<file path="src/rtl/pipe_stage_reg_pkg.sv">
// Shared definitions for the inter-stage pipeline register.
// The optional skid entry is selected at build time with PIPE_SKID_EN.
package pipe_stage_reg_pkg;

    localparam int unsigned PIPE_DATA_W_DFLT = 64;
    localparam int unsigned PIPE_CNT_W_DFLT  = 16;

    // Source of the main entry's next contents.
    typedef enum logic [1:0] {
        MAIN_HOLD      = 2'd0,
        MAIN_LOAD_IN   = 2'd1,
        MAIN_LOAD_SKID = 2'd2,
        MAIN_EMPTY     = 2'd3
    } main_sel_e;

endpackage

</file>
<file path="src/rtl/pipe_skid_buf.sv">
// One-entry skid buffer behind the main pipeline register.
// Instantiated by pipe_stage_reg only when PIPE_SKID_EN is defined.
module pipe_skid_buf
    import pipe_stage_reg_pkg::*;
#(
    parameter int DATA_W = PIPE_DATA_W_DFLT
) (
    input  logic              i_clk,
    input  logic              i_rst_n,
    input  logic              i_flush,
    input  logic              i_load,
    input  logic              i_pop,
    input  logic [DATA_W-1:0] i_data,
    output logic              o_valid,
    output logic [DATA_W-1:0] o_data
);

    logic              r_valid;
    logic [DATA_W-1:0] r_data;

    // Skid entry: flush kills it, a load fills it, a pop into main empties it.
    always_ff @(posedge i_clk) begin
        if (!i_rst_n) begin
            r_valid <= 1'b0;
            r_data  <= '0;
        end else if (i_flush) begin
            r_valid <= 1'b0;
        end else if (i_load) begin
            r_valid <= 1'b1;
            r_data  <= i_data;
        end else if (i_pop) begin
            r_valid <= 1'b0;
        end
    end

    assign o_valid = r_valid;
    assign o_data  = r_data;

endmodule

</file>
<file path="src/rtl/pipe_stage_reg.sv">
// Generic inter-stage pipeline register with flush and stall counter.
// Define PIPE_SKID_EN to add a skid entry that registers in_ready.
//
// Handshake: a bundle moves upstream->here on an edge where
// in_valid & in_ready & ~flush, and here->downstream on an edge where
// out_valid & out_ready. Neither side may withdraw valid data before it moves.
module pipe_stage_reg
    import pipe_stage_reg_pkg::*;
#(
    parameter int DATA_W = PIPE_DATA_W_DFLT,
    parameter int CNT_W  = PIPE_CNT_W_DFLT
) (
    input  logic              clk,
    input  logic              rst,
    input  logic              in_valid,
    output logic              in_ready,
    input  logic [DATA_W-1:0] in_data,
    input  logic              ready_go,
    input  logic              out_ready,
    output logic              out_valid,
    output logic              stage_valid,
    output logic [DATA_W-1:0] out_data,
    input  logic              flush,
    output logic [CNT_W-1:0]  stall_cnt
);

    logic              r_valid;
    logic [DATA_W-1:0] r_data;
    logic [CNT_W-1:0]  r_stall_cnt;

    logic      w_drain_ok;
    logic      w_main_free;
    logic      w_in_fire;
    main_sel_e w_main_sel;

    assign w_drain_ok  = ready_go & out_ready;
    assign w_main_free = ~r_valid | w_drain_ok;
    assign w_in_fire   = in_valid & in_ready & ~flush;

`ifdef PIPE_SKID_EN
    logic              w_skid_valid;
    logic [DATA_W-1:0] w_skid_data;
    logic              w_skid_load;
    logic              w_skid_pop;

    // Registered ready breaks the combinational ready chain between stages.
    assign in_ready    = ~w_skid_valid;
    assign w_skid_pop  = w_main_free & w_skid_valid;
    // New input lands in skid whenever main is still occupied after this edge.
    assign w_skid_load = w_in_fire & (~w_main_free | w_skid_valid);

    pipe_skid_buf #(
        .DATA_W (DATA_W)
    ) u_skid (
        .i_clk   (clk),
        .i_rst_n (rst),
        .i_flush (flush),
        .i_load  (w_skid_load),
        .i_pop   (w_skid_pop),
        .i_data  (in_data),
        .o_valid (w_skid_valid),
        .o_data  (w_skid_data)
    );

    // Main entry source: skid first (order), then fresh input, else empty.
    always_comb begin
        w_main_sel = MAIN_HOLD;
        if (w_main_free) begin
            if (w_skid_valid) begin
                w_main_sel = MAIN_LOAD_SKID;
            end else if (w_in_fire) begin
                w_main_sel = MAIN_LOAD_IN;
            end else begin
                w_main_sel = MAIN_EMPTY;
            end
        end
    end
`else
    assign in_ready = w_main_free;

    // Main entry source: fresh input when room is available, else drain.
    always_comb begin
        w_main_sel = MAIN_HOLD;
        if (w_main_free) begin
            if (w_in_fire) begin
                w_main_sel = MAIN_LOAD_IN;
            end else begin
                w_main_sel = MAIN_EMPTY;
            end
        end
    end
`endif

    // Main entry: flush clears valid but leaves the data bits untouched.
    always_ff @(posedge clk) begin
        if (!rst) begin
            r_valid <= 1'b0;
            r_data  <= '0;
        end else if (flush) begin
            r_valid <= 1'b0;
        end else begin
            case (w_main_sel)
                MAIN_LOAD_IN: begin
                    r_valid <= 1'b1;
                    r_data  <= in_data;
                end
`ifdef PIPE_SKID_EN
                MAIN_LOAD_SKID: begin
                    r_valid <= 1'b1;
                    r_data  <= w_skid_data;
                end
`endif
                MAIN_EMPTY: begin
                    r_valid <= 1'b0;
                end
                default: begin
                    r_valid <= r_valid;
                end
            endcase
        end
    end

    // Saturating count of cycles the held bundle could not leave.
    always_ff @(posedge clk) begin
        if (!rst) begin
            r_stall_cnt <= '0;
        end else if (r_valid && !w_drain_ok && !(&r_stall_cnt)) begin
            r_stall_cnt <= r_stall_cnt + CNT_W'(1);
        end
    end

    assign stage_valid = r_valid;
    assign out_valid   = r_valid & ready_go;
    assign out_data    = r_data;
    assign stall_cnt   = r_stall_cnt;

endmodule

</file>
<file path="config.mk">
export PLATFORM = sky130hd
export DESIGN_NAME = pipe_stage_reg
export DESIGN_NICKNAME = d
export VERILOG_FILES = /design/src/rtl/pipe_stage_reg_pkg.sv /design/src/rtl/pipe_skid_buf.sv /design/src/rtl/pipe_stage_reg.sv
export SDC_FILE = /design/constraint.sdc
export NUM_CORES = 1
export LEC_CHECK = 0
export BUFFER_PORTS_ARGS = -buffer_cell sky130_fd_sc_hd__clkbuf_2
export CAP_MARGIN = 20
export CORE_MARGIN = 1
export CORE_UTILIZATION = 47
export CTS_BUF_LIST = sky130_fd_sc_hd__clkbuf_8
export CTS_CLUSTER_DIAMETER = 80
export CTS_CLUSTER_SIZE = 24
export DETAILED_ROUTE_END_ITERATION = 12
export GPL_ROUTABILITY_DRIVEN = 0
export HOLD_SLACK_MARGIN = 0.12
export MAX_ROUTING_LAYER = met4
export PLACE_DENSITY = 0.82
export SYNTH_ARGS = -nofsm -noshare
export SYNTH_HDL_FRONTEND = slang
export SYNTH_HIERARCHICAL = 1
export SYNTH_SLANG_ARGS = --single-unit
</file>
<file path="constraint.sdc">
create_clock -name clk -period 1.8 [get_ports clk]
set_clock_uncertainty 0.15 [all_clocks]
set_input_delay 0.36 -clock clk [delete_from_list [all_inputs] [get_ports clk]]
set_output_delay 0.36 -clock clk [all_outputs]
set_load 0.05 [all_outputs]
</file>
==> results.json, run 1 <==
{
  "finalSetupViolCount": 1,
  "drtIter0Drc": 165,
  "layout_commonest_cell": "clkbuf_2",
  "core_um2": 6390,
  "grt_pass1_vias": 3510,
  "cts_tree": "built",
  "r2r-end": "stall_cnt[10]$_SDFFE_PN0P_",
  "max-slew-margin-rel_pct": 72.1,
  "vias": 3651,
  "cts-root-buf": "clkbuf_8",
  "die_w_um": 83.5,
  "port_buffers": 152,
  "io_pins": 153,
  "cp_max_fo": 16,
  "worst_hold_path_type": "in2reg",
  "period_share_pct": 100,
  "final_nets": 681,
  "power_leakage_nw": 2.22,
  "required_ps": 1920,
  "ys.warnings.count": 6,
  "endpoint_kind": "flip-flop",
  "p_per_area_nw_per_um2": 816,
  "min_from": "in_valid",
  "grt_use_total_pct": 29.5,
  "r2r-start": "stage_valid$_SDFFE_PP0P_",
  "numCtsBuffers": 9,
  "rrSetupSlack_ps": 30,
  "cpMaxStageDelayCell": "dlygate4sd3_1",
  "holdWs_ps": 172,
  "syn_avg_cell_area_um2": 8.03,
  "area_growth_pct": 61.1,
  "wl_per_cell_um": 14.9,
  "layout_common_cells": "clkbuf_2, nand2_1, a21oi_1, dlygate4sd3_1, dfxtp_1",
  "critPathLaunchType": "primary input",
  "fin_crit_ps": 1800,
  "status": "finished with violations",
  "viasPerCell": 5.28,
  "syn_inst": 389,
  "worstHoldEndpoint": "stage_valid$_SDFFE_PP0P_",
  "die_height_um": 83.5,
  "grt_overflow": 0,
  "tightestPinTransition_ps": 416,
  "critPathMaxStageDelay_ps": 530,
  "placementRows": 29,
  "routed_wl_um": 10300,
  "initial_core_util_pct": 48.9,
  "r2r_cells": 5,
  "final_cells": 692,
  "violations": "setup timing",
  "cts-htree-levels": 3,
  "grt_pass1_wl_um": 16100,
  "drc": 0,
  "n_fill_cell": 412,
  "clk_path_buf_depth": 2,
  "power.total_mw": 4.11,
  "cp-startpoint": "flush",
  "ys.flop_type": "dfxtp_1",
  "slew_viol_final": 0,
  "fin_util_pct": 78.7,
  "ys_seq_elements": 81,
  "clkTransAtPathRegs_ps": 90,
  "final_cell_area_um2": 5030,
  "antenna_found_initial": 0,
  "dpl.hpwl_um": 5550,
  "dp.cells": 605,
  "worstPathCellList": "dlygate4sd3_1 -> buf_2 -> nor3b_4 -> clkbuf_4 -> nand2_1 -> a21oi_1",
  "async_reset_ff_share_pct": 0,
  "worstHoldPathCells": 3,
  "cts.sinks": 81,
  "worstSetupPathType": "in2reg",
  "drtAntennaViolNets": 0,
  "clk_latency_ps": 330,
  "arrival_ps": 1920,
  "syn_area_um2": 3120,
  "yosysUniqueCellTypes": 38,
  "synth_edf_count": 0,
  "grt_max_degree": 65,
  "n_antenna_cell": 0,
  "die-area_um2": 6970,
  "yosysSeqAreaShare_pct": 51.9,
  "place_area_um2": 4020,
  "layout_setup_ws_ps": -2.33,
  "ir_drop_mv": 0.597,
  "drive_gt1_share_pct": 35.3,
  "rsz0062_at_grt": "true",
  "max_freq_mhz": 555,
  "synth_fp_nets": 460,
  "finalHoldViolations": 0,
  "max_cap_viol_count": 0,
  "firstDrtPassIters": 5
}
## critical path: cells and delay by family
| family | cells | cell delay, ps |
|---|---|---|
| AND/OR/NAND/NOR | 2 | 410 |
| buffers and inverters | 3 | 1010 |
| AO/OA/AOI/OAI | 1 | 140 |
## power breakdown
| group | total, mW | switching (mW) | leakage [nW] | internal (mW) |
|---|---|---|---|---|
| clock network | 1.44 | 0.631 | 0.117 | 0.812 |
| logic | 0.763 | 0.483 | 1.43 | 0.281 |
| registers | 1.90 | 0.0398 | 0.669 | 1.86 |
## layout make-up
| type | count | area [µm²] | share of cell area, % |
|---|---|---|---|
| repair buffers | 234 | 1620 | 32.2 |
| well taps | 77 | 96.3 | 1.92 |
| clock inverters | 6 | 82.6 | 1.64 |
| inverters | 3 | 11.3 | 0.224 |
| multi-input cells | 281 | 1430 | 28.5 |
| flip-flops and latches | 81 | 1650 | 32.8 |
| clock buffers | 10 | 138 | 2.74 |
## kinds of logic (layout without fill, tap and decap cells)
| logic type | Yosys count | after routing | share of synthesized area [%] |
|---|---|---|---|
| buffers and inverters | 27 | 253 | 3.85 |
| AND/OR/NAND/NOR | 189 | 189 | 27.5 |
| AO/OA/AOI/OAI | 89 | 89 | 15.7 |
| flip-flops | 81 | 81 | 51.9 |
| multiplexers | 2 | 2 | 0.641 |
| adder cells (fa/ha/maj) | 1 | 1 | 0.401 |
## layer usage
| layer | up-vias | share of wire, % | global-route usage, % |
|---|---|---|---|
| met2 | 203 | 51 | 52.5 |
| met4 | 0 | 3.4 | 15.3 |
| met5 | - | 0 | - |
| met3 | 30 | 7.2 | 5.34 |
| li1 | 1759 | - | - |
| met1 | 1659 | 38 | 31.3 |
## cell usage after synthesis, types with 4 or more instances
cell type | number | area share (%)
a21oi_1 | 70 | 11
a31oi_1 | 5 | 1.0
and2_1 | 5 | 1.0
buf_2 | 15 | 2.4
clkbuf_1 | 9 | 1.1
dfxtp_1 | 81 | 52
nand2_1 | 142 | 17
nand3_1 | 4 | 0.64
nor2_1 | 4 | 0.48
nor3_1 | 5 | 0.80
nor4_1 | 4 | 0.80
## how the worst max path moves through the flow
stage	to	slack (ps)
3_5_place_dp	stall_cnt[10]$_SDFFE_PN0P_	-80
4_1_cts	in_ready	-2
6_report	out_data[46]$_SDFFE_PN0P_	-2
5_1_grt	out_data[46]$_SDFFE_PN0P_	-90
3_3_place_gp	stall_cnt[8]$_SDFFE_PN0P_	2
2_1_floorplan	stall_cnt[11]$_SDFFE_PN0P_	2
## state kept, by name (all words and copies together), names as in the netlist
name and count:
stall_cnt 16, stage_valid 1, out_data 64
## stage by stage
step / TNS [ps] / setup slack, ps
after global placement: 0 / 1.98
after global routing: -353 / -85.9
after detailed placement: -264 / -83.5
after CTS: -1.68 / -1.68
final: -2.33 / -2.33
after floorplan: 0 / 1.91
## timing repair
action                                 4_1_cts  5_1_grt
setup endpoints to repair                    6       32
resized for setup                            8       14
pin swaps                                    0        3
buffers inserted                             1        3
endpoints found under the hold margin       65        0
hold buffers                                65        0
gates cloned                                 0        2
(Power assumes the default switching activity.)
==> inputs of run 2 (changes only) <==
--- a/config.mk
+++ b/config.mk
@@ -8,3 +8,2 @@
 export BUFFER_PORTS_ARGS = -buffer_cell sky130_fd_sc_hd__clkbuf_2
-export CAP_MARGIN = 20
 export CORE_MARGIN = 1
==> constraint.sdc (replaced) <==
create_clock -name clk -period 1.8 [get_ports clk]
set_clock_uncertainty 0.15 [all_clocks]
set_input_delay 0.09 -clock clk [delete_from_list [all_inputs] [get_ports clk]]
set_output_delay 0.09 -clock clk [all_outputs]
set_load 0.05 [all_outputs]
==> results.json, run 2 (same netlist as run 1, synthesis figures left out) <==
{
  "die-area_um2": 6970,
  "grt_pass1_vias": 3353,
  "max-slew-margin-rel_pct": 72.7,
  "grt_overflow": 0,
  "tightestPinTransition_ps": 407,
  "clk_path_buf_depth": 2,
  "multi_input_area_um2": 1410,
  "critPathMaxStageDelay_ps": 540,
  "clkTransAtPathRegs_ps": 80,
  "worstHoldPathCells": 5,
  "io_pins": 153,
  "fin_crit_ps": 1750,
  "finalHoldViolations": 0,
  "drtAntennaViolNets": 0,
  "area_growth_pct": 57.3,
  "drive_gt1_share_pct": 33.6,
  "cts.sinks": 81,
  "n_antenna_cell": 0,
  "r2r-end": "stall_cnt[0]$_SDFFE_PN0P_",
  "drc": 0,
  "clk_latency_ps": 330,
  "vias": 3555,
  "port_buffers": 152,
  "p_per_area_nw_per_um2": 781,
  "power.total_mw": 3.84,
  "layout_common_cells": "clkbuf_2, nand2_1, a21oi_1, dlygate4sd3_1, dfxtp_1",
  "worstHoldEndpoint": "out_data[26]$_SDFFE_PN0P_",
  "cts_setup_buffers": 0,
  "final_cells": 687,
  "arrival_ps": 1860,
  "grt_max_degree": 43,
  "worst_hold_path_type": "in2reg",
  "dpl.hpwl_um": 5670,
  "cts-htree-levels": 3,
  "drtIter0Drc": 186,
  "routed_wl_um": 9780,
  "largest_reg_flops": 64,
  "place_ws_ps": -11.4,
  "placementRows": 29,
  "worstSetupPathType": "in2reg",
  "power_leakage_nw": 2.16,
  "layout_commonest_cell": "clkbuf_2",
  "regArea_um2": 1650,
  "endpoint_kind": "flip-flop",
  "critPathLaunchType": "primary input",
  "core_um2": 6390,
  "final_cell_area_um2": 4910,
  "antenna_found_initial": 0,
  "max_freq_mhz": 572,
  "rsz0062_at_grt": "true",
  "cts_tree": "built",
  "cpMaxStageDelayCell": "dlygate4sd3_1",
  "die_height_um": 83.5,
  "period_share_pct": 97.1,
  "max_cap_viol_count": 0,
  "firstDrtPassIters": 4,
  "required_ps": 1920,
  "fin_tns_setup_ps": 0,
  "layout_setup_ws_ps": 52.8,
  "status": "completed",
  "die_w_um": 83.5,
  "cts-root-buf": "clkbuf_8",
  "r2r-start": "stall_cnt[0]$_SDFFE_PN0P_",
  "fin_util_pct": 76.9,
  "wl_per_cell_um": 14.2,
  "rrSetupSlack_ps": 70,
  "finalSetupViolCount": 0,
  "holdWs_ps": 247,
  "viasPerCell": 5.17,
  "min_from": "in_valid",
  "place_area_um2": 4020,
  "slew_viol_final": 0,
  "n_fill_cell": 427,
  "numCtsBuffers": 9,
  "r2r_cells": 5,
  "initial_core_util_pct": 48.9,
  "grt_use_total_pct": 29.0,
  "ir_drop_mv": 0.504,
  "dp.cells": 602,
  "cp_max_fo": 7,
  "final_nets": 676,
  "grt_pass1_wl_um": 15700,
  "worstPathCellList": "dlygate4sd3_1 -> clkbuf_2 -> a21boi_4 -> nand4_1 -> or4_1 -> a21oi_1"
}
## run 2: cell types whose count changed in the layout (fill, tap and decap cells not counted), moves of 2 or more
cell	change
buf_12	+3
buf_4	-5
buf_6	-3
buf_8	-2
bufinv_16	-2
dlygate4sd3_1	+4
## run 2: layer usage
layer / track usage (%) / vias up / share of wire, %
met5: - / - / 0
met4: 13.3 / 0 / 3.1
met3: 5.74 / 32 / 6.9
met2: 52.5 / 171 / 52
met1: 30.3 / 1613 / 38
li1: - / 1739 / -
## run 2: worst max-delay path by stage
stage / start / end / slack [ps] / cells after the start
CTS: ready_go / stall_cnt[8]$_SDFFE_PN0P_ / 10 / 6
finish: out_ready / stall_cnt[8]$_SDFFE_PN0P_ / 50 / 6
global route: stall_cnt[0]$_SDFFE_PN0P_ / stall_cnt[8]$_SDFFE_PN0P_ / -20 / 5
global placement: stall_cnt[0]$_SDFFE_PN0P_ / stall_cnt[11]$_SDFFE_PN0P_ / 50 / 5
floorplan: stall_cnt[0]$_SDFFE_PN0P_ / stall_cnt[11]$_SDFFE_PN0P_ / 2 / 5
detailed placement: stall_cnt[0]$_SDFFE_PN0P_ / stall_cnt[11]$_SDFFE_PN0P_ / -10 / 5
## run 2: repair_timing
| action | 4_1_cts | 5_1_grt |
|---|---|---|
| endpoints found under the hold margin | 73 | 0 |
| hold buffers | 69 | 0 |
| pin swaps | 0 | 3 |
| resized for setup | 1 | 4 |
| setup endpoints to repair | 1 | 8 |
## run 2: cell type report
type / instances / area share (%)
Sequential cell: 81 / 33.6
Clock inverter: 5 / 0.586
Clock buffer: 11 / 3.08
Multi-Input combinational cell: 281 / 28.8
Tap cell: 77 / 1.96
Timing Repair Buffer: 229 / 31.8
Inverter: 3 / 0.229
## run 2: power breakdown
group / total (mW) / switching, mW / internal (mW)
clock network: 1.20 / 0.622 / 0.573
registers: 1.90 / 0.0395 / 1.86
logic: 0.740 / 0.470 / 0.270
total: 3.84 / 1.13 / 2.70
## run 2: worst max-delay path, delay by kind of cell
| kind | cells | cell delay [ps] |
|---|---|---|
| compound gates | 2 | 400 |
| simple gates | 2 | 710 |
| buf+inv | 2 | 660 |
